### src/rtl/mem_arb_pkg.sv
// mem_arb_pkg: shared types and defaults for the fetch/data memory port arbiter
package mem_arb_pkg;
  localparam int AW_DEF = 17;
  localparam int DW_DEF = 32;
  localparam int STREAK_MAX_DEF = 4;
  typedef enum logic [1:0] {OWN_NONE, OWN_IF, OWN_D} owner_e;
  typedef enum logic [1:0] {RSP_IDLE, RSP_IF, RSP_D} rsp_e;
endpackage

### src/rtl/mem_port_arbiter_if.sv
// mem_port_arbiter_if: fetch, load/store and RAM-side signals of the memory port arbiter
interface mem_port_arbiter_if
  import mem_arb_pkg::*;
#(
  parameter int AW = AW_DEF,
  parameter int DW = DW_DEF
);
  logic          if_req;
  logic [AW-1:0] if_addr;
  logic          if_gnt;
  logic          if_rvalid;
  logic [DW-1:0] if_rdata;
  logic          d_req;
  logic [AW-1:0] d_addr;
  logic [DW-1:0] d_wdata;
  logic [3:0]    d_wea;
  logic          d_gnt;
  logic          d_rvalid;
  logic [DW-1:0] d_rdata;
  logic          mem_ready;
  logic          mem_en;
  logic [AW-1:0] mem_addr;
  logic [DW-1:0] mem_wdata;
  logic [3:0]    mem_wea;
  logic [DW-1:0] mem_rdata;
  modport slave (
    input  if_req, if_addr, d_req, d_addr, d_wdata, d_wea, mem_ready, mem_rdata,
    output if_gnt, if_rvalid, if_rdata, d_gnt, d_rvalid, d_rdata,
           mem_en, mem_addr, mem_wdata, mem_wea
  );
  modport master (
    output if_req, if_addr, d_req, d_addr, d_wdata, d_wea, mem_ready, mem_rdata,
    input  if_gnt, if_rvalid, if_rdata, d_gnt, d_rvalid, d_rdata,
           mem_en, mem_addr, mem_wdata, mem_wea
  );
endinterface

### src/rtl/mem_arb_pick.sv
// mem_arb_pick: data-priority winner select with a fetch starvation counter
module mem_arb_pick
  import mem_arb_pkg::*;
#(
  parameter int STREAK_MAX = STREAK_MAX_DEF
) (
  input  logic       clk,
  input  logic       rst_n,
  input  logic       if_req,
  input  logic       d_req,
  input  logic       mem_ready,
  output logic       if_gnt,
  output logic       d_gnt,
  output logic [2:0] streak_cnt
);
  logic [2:0] streak_q, streak_d;
  logic       if_win;
  always_comb begin
    if_win = if_req && (!d_req || streak_q == 3'(STREAK_MAX));
    if_gnt = rst_n && mem_ready && if_win;
    d_gnt = rst_n && mem_ready && d_req && !if_win;
    // counts only D grants that made a waiting fetch wait longer
    streak_d = (!if_req || if_gnt) ? 3'd0 :
               (d_gnt && streak_q != 3'(STREAK_MAX)) ? streak_q + 3'd1 : streak_q;
    streak_cnt = streak_q;
  end
  always_ff @(posedge clk or negedge rst_n)
    if (!rst_n) streak_q <= 3'd0;
    else streak_q <= streak_d;
endmodule

### src/rtl/mem_port_arbiter.sv
// mem_port_arbiter: shares one sync-read RAM between fetch and load/store requesters
module mem_port_arbiter
  import mem_arb_pkg::*;
#(
  parameter int AW = AW_DEF,
  parameter int DW = DW_DEF,
  parameter int STREAK_MAX = STREAK_MAX_DEF
) (
  input  logic              clk,
  input  logic              rst_n,
  mem_port_arbiter_if.slave bus,
  output logic [2:0]        streak_cnt
);
  logic          if_gnt, d_gnt;
  owner_e        own;
  rsp_e          rsp_q, rsp_d;
  logic [AW-1:0] addr;
  logic [DW-1:0] wdata;
  mem_arb_pick #(.STREAK_MAX(STREAK_MAX)) u_pick (
    .clk        (clk),
    .rst_n      (rst_n),
    .if_req     (bus.if_req),
    .d_req      (bus.d_req),
    .mem_ready  (bus.mem_ready),
    .if_gnt     (if_gnt),
    .d_gnt      (d_gnt),
    .streak_cnt (streak_cnt)
  );
  always_comb begin
    own = if_gnt ? OWN_IF : d_gnt ? OWN_D : OWN_NONE;
    addr = own == OWN_IF ? bus.if_addr : bus.d_addr;
    wdata = own == OWN_IF ? '0 : bus.d_wdata;
    bus.if_gnt = if_gnt;
    bus.d_gnt = d_gnt;
    bus.mem_en = own != OWN_NONE;
    bus.mem_addr = addr;
    bus.mem_wdata = wdata;
    bus.mem_wea = own == OWN_D ? bus.d_wea : 4'd0;
    // fetches are always reads; a D access with any byte enable is a write
    rsp_d = own == OWN_IF ? RSP_IF :
            (own == OWN_D && bus.d_wea == 4'd0) ? RSP_D : RSP_IDLE;
    bus.if_rvalid = rsp_q == RSP_IF;
    bus.if_rdata = rsp_q == RSP_IF ? bus.mem_rdata : '0;
    bus.d_rvalid = rsp_q == RSP_D;
    bus.d_rdata = rsp_q == RSP_D ? bus.mem_rdata : '0;
  end
  always_ff @(posedge clk or negedge rst_n)
    if (!rst_n) rsp_q <= RSP_IDLE;
    else rsp_q <= rsp_d;
endmodule
### src/flat_wrapper.sv
// flat-port wrapper written by rule: the top's interface ports become plain ports
module mem_port_arbiter_flat import mem_arb_pkg::*;
#(
  parameter int AW = AW_DEF,
  parameter int DW = DW_DEF,
  parameter int STREAK_MAX = STREAK_MAX_DEF
)
  (clk, rst_n, streak_cnt, bus_if_req, bus_if_addr, bus_d_req, bus_d_addr, bus_d_wdata, bus_d_wea, bus_mem_ready, bus_mem_rdata, bus_if_gnt, bus_if_rvalid, bus_if_rdata, bus_d_gnt, bus_d_rvalid, bus_d_rdata, bus_mem_en, bus_mem_addr, bus_mem_wdata, bus_mem_wea);
  mem_port_arbiter_if #(.AW(AW), .DW(DW)) bus_i ();
  input  logic clk;
  input  logic rst_n;
  output logic [2:0] streak_cnt;
  input wire logic [$bits(bus_i.if_req)-1:0] bus_if_req;
  input wire logic [$bits(bus_i.if_addr)-1:0] bus_if_addr;
  input wire logic [$bits(bus_i.d_req)-1:0] bus_d_req;
  input wire logic [$bits(bus_i.d_addr)-1:0] bus_d_addr;
  input wire logic [$bits(bus_i.d_wdata)-1:0] bus_d_wdata;
  input wire logic [$bits(bus_i.d_wea)-1:0] bus_d_wea;
  input wire logic [$bits(bus_i.mem_ready)-1:0] bus_mem_ready;
  input wire logic [$bits(bus_i.mem_rdata)-1:0] bus_mem_rdata;
  output wire logic [$bits(bus_i.if_gnt)-1:0] bus_if_gnt;
  output wire logic [$bits(bus_i.if_rvalid)-1:0] bus_if_rvalid;
  output wire logic [$bits(bus_i.if_rdata)-1:0] bus_if_rdata;
  output wire logic [$bits(bus_i.d_gnt)-1:0] bus_d_gnt;
  output wire logic [$bits(bus_i.d_rvalid)-1:0] bus_d_rvalid;
  output wire logic [$bits(bus_i.d_rdata)-1:0] bus_d_rdata;
  output wire logic [$bits(bus_i.mem_en)-1:0] bus_mem_en;
  output wire logic [$bits(bus_i.mem_addr)-1:0] bus_mem_addr;
  output wire logic [$bits(bus_i.mem_wdata)-1:0] bus_mem_wdata;
  output wire logic [$bits(bus_i.mem_wea)-1:0] bus_mem_wea;
  assign bus_i.if_req = bus_if_req;
  assign bus_i.if_addr = bus_if_addr;
  assign bus_i.d_req = bus_d_req;
  assign bus_i.d_addr = bus_d_addr;
  assign bus_i.d_wdata = bus_d_wdata;
  assign bus_i.d_wea = bus_d_wea;
  assign bus_i.mem_ready = bus_mem_ready;
  assign bus_i.mem_rdata = bus_mem_rdata;
  assign bus_if_gnt = bus_i.if_gnt;
  assign bus_if_rvalid = bus_i.if_rvalid;
  assign bus_if_rdata = bus_i.if_rdata;
  assign bus_d_gnt = bus_i.d_gnt;
  assign bus_d_rvalid = bus_i.d_rvalid;
  assign bus_d_rdata = bus_i.d_rdata;
  assign bus_mem_en = bus_i.mem_en;
  assign bus_mem_addr = bus_i.mem_addr;
  assign bus_mem_wdata = bus_i.mem_wdata;
  assign bus_mem_wea = bus_i.mem_wea;
  mem_port_arbiter #(.AW(AW), .DW(DW), .STREAK_MAX(STREAK_MAX)) u_core (.clk(clk), .rst_n(rst_n), .bus(bus_i), .streak_cnt(streak_cnt));
endmodule
### config.mk
export PLATFORM = sky130hd
export DESIGN_NAME = mem_port_arbiter_flat
export DESIGN_NICKNAME = d
export VERILOG_FILES = /design/src/rtl/mem_arb_pkg.sv /design/src/rtl/mem_port_arbiter_if.sv /design/src/rtl/mem_arb_pick.sv /design/src/rtl/mem_port_arbiter.sv /design/src/flat_wrapper.sv
export SDC_FILE = /design/constraint.sdc
export NUM_CORES = 1
export LEC_CHECK = 0
export CAP_MARGIN = 10
export CORE_ASPECT_RATIO = 0.75
export CORE_MARGIN = 10
export CORE_UTILIZATION = 22
export DETAILED_ROUTE_END_ITERATION = 10
export PLACE_DENSITY = 0.95
export REMOVE_ABC_BUFFERS = 1
export SLEW_MARGIN = 20
export SYNTH_ARGS = -nofsm -noshare
export SYNTH_HDL_FRONTEND = slang
export SYNTH_SLANG_ARGS = --single-unit
### constraint.sdc
create_clock -name clk -period 2.9 [get_ports clk]
set_input_delay 0.435 -clock clk [delete_from_list [all_inputs] [get_ports clk]]
set_output_delay 0.435 -clock clk [all_outputs]
set_load 0.005 [all_outputs]
==> results of run 1 <==
-- logic make-up (layout without fill, tap and decap cells) --
group           after synthesis  count (layout)  share of synthesized area
xor+xnor                      1               1                    0.00711
buf+inv                      14             249                     0.0670
compound gates                4               4                     0.0264
mux                          17              17                      0.201
fa+ha+maj                     2               2                     0.0203
simple gates                114             114                      0.577
flops                         5               5                      0.102
-- synth_stat cells --
cell type,count,share of area
or2_1,1,0.0051
a2bb2oi_1,1,0.0071
nor4_1,1,0.0051
a21boi_0,1,0.0061
a31oi_1,1,0.0051
ha_1,2,0.020
nand3_1,3,0.012
dfrtp_1,5,0.10
buf_6,2,0.018
clkbuf_1,6,0.018
xor2_1,1,0.0071
inv_1,2,0.0061
mux2_4,15,0.18
nor3b_1,1,0.0061
and4_4,1,0.0091
buf_8,1,0.012
nor2b_1,35,0.18
nand2_1,2,0.0061
mux2_2,2,0.018
buf_2,3,0.012
a21bo_1,1,0.0081
and2_1,69,0.35
or3_1,1,0.0051
-- path summary, 6_finish.rpt --
kind | startpoint | endpoint | depth (start not counted)
max | bus_d_req | bus_mem_addr[15] | 6
min | rst_n | u_core.u_pick.streak_cnt[0]$_DFFE_PN0P_ | 2
max reg2reg | u_core.u_pick.streak_cnt[0]$_DFFE_PN0P_ | u_core.u_pick.streak_cnt[2]$_DFFE_PN0P_ | 6
min reg2reg | u_core.u_pick.streak_cnt[0]$_DFFE_PN0P_ | u_core.u_pick.streak_cnt[0]$_DFFE_PN0P_ | 2
max in group asynchronous | rst_n | u_core.u_pick.streak_cnt[2]$_DFFE_PN0P_ | 2
min in group clk | u_core.u_pick.streak_cnt[0]$_DFFE_PN0P_ | u_core.u_pick.streak_cnt[0]$_DFFE_PN0P_ | 2
-- layer usage --
| metal | wire [um] | track usage |
|---|---|---|
| met1 | 2840 | 0.149 |
| met2 | 4760 | 0.369 |
| met3 | 1090 | 0.0869 |
| met4 | 170 | 0.0442 |
| met5 | 0 | 0 |
-- critical path: cells and delay by family --
family	cells	cell delay (ns)
and+or+nand+nor	1	0.30
muxes	1	0.31
buffers and inverters	3	1.06
AOI/OAI and AO/OA	1	0.21
-- through the flow --
step | utilization | worst slack, ns | power [mW] | instance area [um2]
floorplan | - | 0.740 | 0.147 | 1160
global placement | 0.677 | 0.0678 | 0.422 | 3640
detailed placement | 0.677 | 0.0233 | 0.433 | 3640
CTS | 0.685 | 0.0230 | 0.567 | 3690
global route | 0.690 | 0.0236 | 0.591 | 3710
finish | 0.690 | 0.147 | 0.559 | 3710
-- power groups by stage --
stage	clock network (mW)	logic, mW	registers (mW)
finish	0.130	0.357	0.0725
global placement	0	0.349	0.0733
global route	0.141	0.378	0.0728
floorplan	0	0.0734	0.0732
detailed placement	0	0.359	0.0735
CTS	0.134	0.360	0.0726
-- timing repair --
| action | 4_1_cts | 5_1_grt |
|---|---|---|
| hold buffers | 0 | 0 |
| endpoints found under the setup margin | 0 | 14 |
| resized for setup | 0 | 0 |
| setup buffers | 0 | 3 |
-- area by class of cell --
| cell class | count | area (um2) |
|---|---|---|
| multi-input combinational | 138 | 1020 |
| tap | 75 | 93.8 |
| fill | 399 | 1670 |
| sequential | 5 | 125 |
| inverter | 2 | 7.51 |
| timing repair buffer | 243 | 2410 |
| clock buffer | 4 | 45.0 |
-- flip-flops by register name, summed over array words and instances, names as in the netlist --
| signal | flops |
|---|---|
| u_core.rsp_q | 2 |
| u_core.u_pick.streak_cnt | 3 |
==> reports/results.txt, run 1 <==
status - finished clean
Seq cells post-synth - 5
First-pass DRT Iterations - 4
Die Span X - 106 um
commonest non-fill, non-tap cells in the layout - 231 x clkdlybuf4s50_1, 69 x and2_1, 35 x nor2b_1
CP Cell Sequence - clkdlybuf4s50_1, a21bo_1, and4_4, buf_4, mux2_4, clkdlybuf4s50_1
data arrival time of the worst path - 2.32 ns
layout cells sized above 1 - 0.0842
Die Ht - 84.8 um
clock sink count - 5
nature of the critical path endpoint - output port
Ports - 232
clk_lat worst skew - 0.22 ns
Routed Antenna Nets - 0
initial DRC count - 44
drt drc - 0
VDD IR-drop max - 0.114 mV
sequential element share of the synthesized area - 0.102
crit-path most repeated cell - clkdlybuf4s50_1
total wire length - 8860 um
dpl hpwl - 8100 um
setup TNS - 0 ns
Wirelength per Cell - 19.0 um
number of distinct library cells after synthesis - 23
Vias - 1945
Core Box Area - 0.00538 mm2
vias per std cell - 4.16
H-tree depth - 1
unrepaired setup endpoints after global routing - no
Final Slew Violations - 0
PD cells - 151 mW/mm2
Synth Area per Inst - 7.85 um2
HP Class - primary input to asynchronous set/reset pin
Ant. Diodes - 0
Max clock buf depth - 2
number of global-route vias before repair - 2227
Combinational Power Share - 0.638
Placed Cells - 460
fin crit share - 0.949
clock-pin slew on the worst setup and hold paths - 0.04 ns
Area Growth Syn to Fin - 201%
Die ar. - 0.00903 mm2
Achievable Freq - 363 MHz
Critical Path Fanout Max - 9
initial antenna violation count - 0
required time of the critical path - 2.47 ns
cell area after synthesis - 0.00123 mm2
Lkg Pwr - 1.49 nW
GP Congestion - 0.782
Slew Limit Headroom - 0.718
Non-Filler Instances - 467
Max-Cap Viols - 0
TritonCTS Buffers - 3
Std-Cell Rows - 23
Seq pwr share - 0.130
post-synthesis cell count - 157
Net Sw Power - 0.130 mW
largest net degree at the start of global routing - 34
Total GRT Usage - 0.180
first-pass GRT wire length - 12900 um
# setup viols final - 0
total global routing overflow - 0
slowest cell on the critical path - clkdlybuf4s50_1
final clock skew - 0.00218 ns
Nets - 502
minimum clock period - 2.75 ns
Worst-Margin Slew - 0.421 ns
CP Launch Type - primary input
R2R Setup Slk - 1.29 ns
root buffer cell - clkbuf_8
I/O Buffers - 231
Initial Util - 0.229
clock power share - 0.232
Yosys warnings - 0
P_int - 0.429 mW
Final Hold Fails - 0
commonest non-fill, non-tap cell in the layout - clkdlybuf4s50_1
slowest stage delay, CP - 0.45 ns
sw frac - 0.232
CTS tree - yes
Crit Path Class - primary input to output port
WHS - 0.538 ns
No activity file was read; power rests on OpenSTA's default activity.
==> inputs of run 2 (changes only) <==
--- a/config.mk
+++ b/config.mk
@@ -8,11 +8,13 @@
 export CAP_MARGIN = 10
 export CORE_ASPECT_RATIO = 0.75
 export CORE_MARGIN = 10
-export CORE_UTILIZATION = 22
+export CORE_UTILIZATION = 21
 export DETAILED_ROUTE_END_ITERATION = 10
 export PLACE_DENSITY = 0.95
 export REMOVE_ABC_BUFFERS = 1
+export SKIP_CTS_REPAIR_TIMING = 1
 export SLEW_MARGIN = 20
 export SYNTH_ARGS = -nofsm -noshare
 export SYNTH_HDL_FRONTEND = slang
+export SYNTH_HIERARCHICAL = 1
 export SYNTH_SLANG_ARGS = --single-unit
==> run 2 against run 1 <==
  * Utilization shrank 0.87 points
  * Clock skew shrank 0.0011 ns
  * Worst hold slack lost 0.019 ns
  * Critical endpoint is now bus_mem_addr[3]
==> reports/results.txt, run 2 <==
Achievable Freq - 353 MHz (was 363 MHz)
Area Growth Syn to Fin - 210% (was 201%)
Net Sw Power - 0.127 mW (was 0.130 mW)
required time of the critical path - 2.47 ns (about the same)
H-tree depth - 1 (unchanged)
post-layout power - 0.552 mW (was 0.559 mW)
CP Launch Type - primary input (unchanged)
total global routing overflow - 0 (unchanged)
setup TNS - 0 ns (unchanged)
Die ar. - 0.00914 mm2 (was 0.00903 mm2)
nature of the critical path endpoint - output port (unchanged)
Util after Layout - 0.681 (was 0.690)
commonest non-fill, non-tap cell in the layout - clkdlybuf4s50_1 (unchanged)
status - finished clean (unchanged)
Ant. Diodes - 0 (unchanged)
post-synthesis cell count - 162 (was 157)
Seq pwr share - 0.132 (was 0.130)
critical path's top delay family - buffers and inverters (unchanged)
ys flop type - dfrtp_1 (unchanged)
total wire length - 9030 um (was 8860 um)
HP Class - primary input to asynchronous set/reset pin (unchanged)
top-count cell post-synth - and2_1 (unchanged)
Synth Area per Inst - 7.38 um2 (was 7.85 um2)
sequential element share of the synthesized area - 0.105 (was 0.102)
commonest non-fill, non-tap cells in the layout - 231 x clkdlybuf4s50_1, 69 x and2_1, 34 x nor2b_1 (was 231 x clkdlybuf4s50_1, 69 x and2_1, 35 x nor2b_1)
Max clock buf depth - 2 (unchanged)
Ports - 232 (unchanged)
clk_lat worst skew - 0.22 ns (about the same)
Post-synth EDFFs - 0 (unchanged)
minimum clock period - 2.83 ns (was 2.75 ns)
Worst-Margin Slew - 0.344 ns (was 0.421 ns)
Vias - 1991 (was 1945)
Synth area leaders - and2_1 36%, nor2b_1 18%, mux2_2 16%, dfrtp_1 10%, buf_2 3.8% (was and2_1 35%, mux2_4 18%, nor2b_1 18%, dfrtp_1 10%, ha_1 2.0%)
data arrival time of the worst path - 2.40 ns (was 2.32 ns)
Total GRT Usage - 0.178 (was 0.180)
TritonCTS Buffers - 3 (unchanged)
Final Slew Violations - 0 (unchanged)
clock sink count - 5 (unchanged)
number of global-route vias before repair - 2205 (was 2227)
cell area after synthesis - 0.00119 mm2 (was 0.00123 mm2)
Seq cells post-synth - 5 (unchanged)
Wirelength per Cell - 19.3 um (was 19.0 um)
First-pass DRT Iterations - 3 (was 4)
Die Ht - 85.3 um (was 84.8 um)
PD cells - 149 mW/mm2 (was 151 mW/mm2)
vias per std cell - 4.25 (was 4.16)
Core Box Area - 0.00544 mm2 (was 0.00538 mm2)
Slew Limit Headroom - 0.771 (was 0.718)
GP Congestion - 0.832 (was 0.782)
Buf/Inv on CP - 3 (unchanged)
final clock skew - 0.00111 ns (was 0.00218 ns)
fin crit share - 0.977 (was 0.949)
drt drc - 0 (unchanged)
Yosys warnings - 6 (was 0)
top post-synthesis cells by count - 69 x and2_1, 34 x nor2b_1, 17 x mux2_2, 9 x buf_2, 5 x dfrtp_1 (was 69 x and2_1, 35 x nor2b_1, 15 x mux2_4, 6 x clkbuf_1, 5 x dfrtp_1)
largest net degree at the start of global routing - 51 (was 34)
dpl hpwl - 8050 um (was 8100 um)
# setup viols final - 0 (unchanged)
Max-Cap Viols - 0 (unchanged)
Std-Cell Rows - 23 (unchanged)
root buffer cell - clkbuf_8 (unchanged)
Fillers - 444 (was 399)
CP Cell Sequence - clkdlybuf4s50_1, a21bo_4, and3_4, buf_12, mux2_2, clkdlybuf4s50_1 (was clkdlybuf4s50_1, a21bo_1, and4_4, buf_4, mux2_4, clkdlybuf4s50_1)
Routed Antenna Nets - 0 (unchanged)
Crit Path Class - primary input to output port (unchanged)
Initial Util - 0.220 (was 0.229)
CTS tree - yes (unchanged)
VDD IR-drop max - 0.107 mV (was 0.114 mV)
Die Span X - 107 um (was 106 um)
Synth top area share - 0.361 (was 0.350)
first-pass GRT wire length - 12800 um (was 12900 um)
Final Hold Fails - 0 (unchanged)
slowest cell on the critical path - clkdlybuf4s50_1 (unchanged)
number of distinct library cells after synthesis - 26 (was 23)
Lkg Pwr - 1.44 nW (was 1.49 nW)
WHS - 0.519 ns (was 0.538 ns)
initial DRC count - 64 (was 44)
biggest area consumer among synthesized cells - and2_1 (unchanged)
max reg flops - 3 (unchanged)
Critical Path Fanout Max - 13 (was 9)
clock power share - 0.232 (about the same)
I/O Buffers - 231 (unchanged)
crit-path most repeated cell - clkdlybuf4s50_1 (unchanged)
Combinational Power Share - 0.636 (was 0.638)
clock-pin slew on the worst setup and hold paths - 0.04 ns (about the same)
Nets - 503 (was 502)
layout cells sized above 1 - 0.0916 (was 0.0842)
initial antenna violation count - 0 (unchanged)
P_int - 0.424 mW (was 0.429 mW)
post-synthesis async set-or-reset flop share - 1.00 (unchanged)
slowest stage delay, CP - 0.48 ns (was 0.45 ns)
sw frac - 0.231 (was 0.232)
run 2: changes by cell type after synthesis, moves of 2 or more:
cell | before | now
and3_1 | 0 | 2
buf_4 | 0 | 2
nor3_1 | 0 | 2
mux2_4 | 15 | 0
buf_2 | 3 | 9
clkbuf_1 | 6 | 1
mux2_2 | 2 | 17
buf_6 | 2 | 0
run 2: routing by layer:
metal,global-route usage,vias to the layer above,share of wire
met4,0.0307,0,0.0080
met3,0.0967,4,0.13
li1,-,974,-
met2,0.359,130,0.55
met5,0,-,0
met1,0.148,883,0.31
run 2: power groups by stage:
stage | Clock, mW | Combinational, mW | Sequential (mW)
floorplan | 0 | 0.0673 | 0.0733
global placement | 0 | 0.340 | 0.0733
detailed placement | 0 | 0.348 | 0.0735
CTS | 0.132 | 0.349 | 0.0727
global route | 0.139 | 0.375 | 0.0729
finish | 0.128 | 0.351 | 0.0727
run 2: kinds of logic after synthesis:
family	Yosys count	share of synthesized area
adder cells (fa/ha/maj)	2	0.0209
multiplexers	17	0.160
AND/OR/NAND/NOR	120	0.625
flip-flops	5	0.105
AO/OA/AOI/OAI	4	0.0293
buffers and inverters	14	0.0597
run 2: cell type report:
class | instances | area (um2) | area share
Inverter | 2 | 7.51 | 0.00203
Multi-Input combinational cell | 143 | 1010 | 0.273
Tap cell | 75 | 93.8 | 0.0253
Sequential cell | 5 | 125 | 0.0338
Timing Repair Buffer | 239 | 2420 | 0.653
Clock buffer | 4 | 45.0 | 0.0122
run 2: worst paths after layout:
path | slack [ns] | startpoint | cells after the start | end
worst max-delay path | 0.07 | bus_d_req | 6 | bus_mem_addr[3]
worst min-delay path | 0.52 | rst_n | 2 | u_core/u_pick/streak_cnt[2]$_DFFE_PN0P_
worst max register to register | 1.28 | u_core/u_pick/streak_cnt[0]$_DFFE_PN0P_ | 6 | u_core/rsp_q[1]$_DFF_PN0_
worst min register to register | 0.62 | u_core/u_pick/streak_cnt[1]$_DFFE_PN0P_ | 2 | u_core/u_pick/streak_cnt[1]$_DFFE_PN0P_
max in group asynchronous | 2.26 | rst_n | 2 | u_core/u_pick/streak_cnt[0]$_DFFE_PN0P_
min in group clk | 0.62 | u_core/u_pick/streak_cnt[1]$_DFFE_PN0P_ | 2 | u_core/u_pick/streak_cnt[1]$_DFFE_PN0P_
run 2: per-stage QoR:
| step | instances | instance area [um2] | worst slack [ns] |
|---|---|---|---|
| 4_1_cts | 466 | 3640 | -0.0265 |
| 6_report | 468 | 3700 | 0.0674 |
| 5_1_grt | 468 | 3700 | -0.00483 |
| 2_1_floorplan | 150 | 1130 | 0.121 |
| 3_5_place_dp | 462 | 3600 | -0.0231 |
| 3_3_place_gp | 462 | 3600 | 0.0566 |
run 2: worst reg2reg max path: stages, from the launching register on:
cell     delay [ns]
dfrtp_1        0.42
inv_1          0.09
ha_2           0.22
a21bo_4        0.23
and3_4         0.22
nor2b_1        0.22
and2_1         0.15
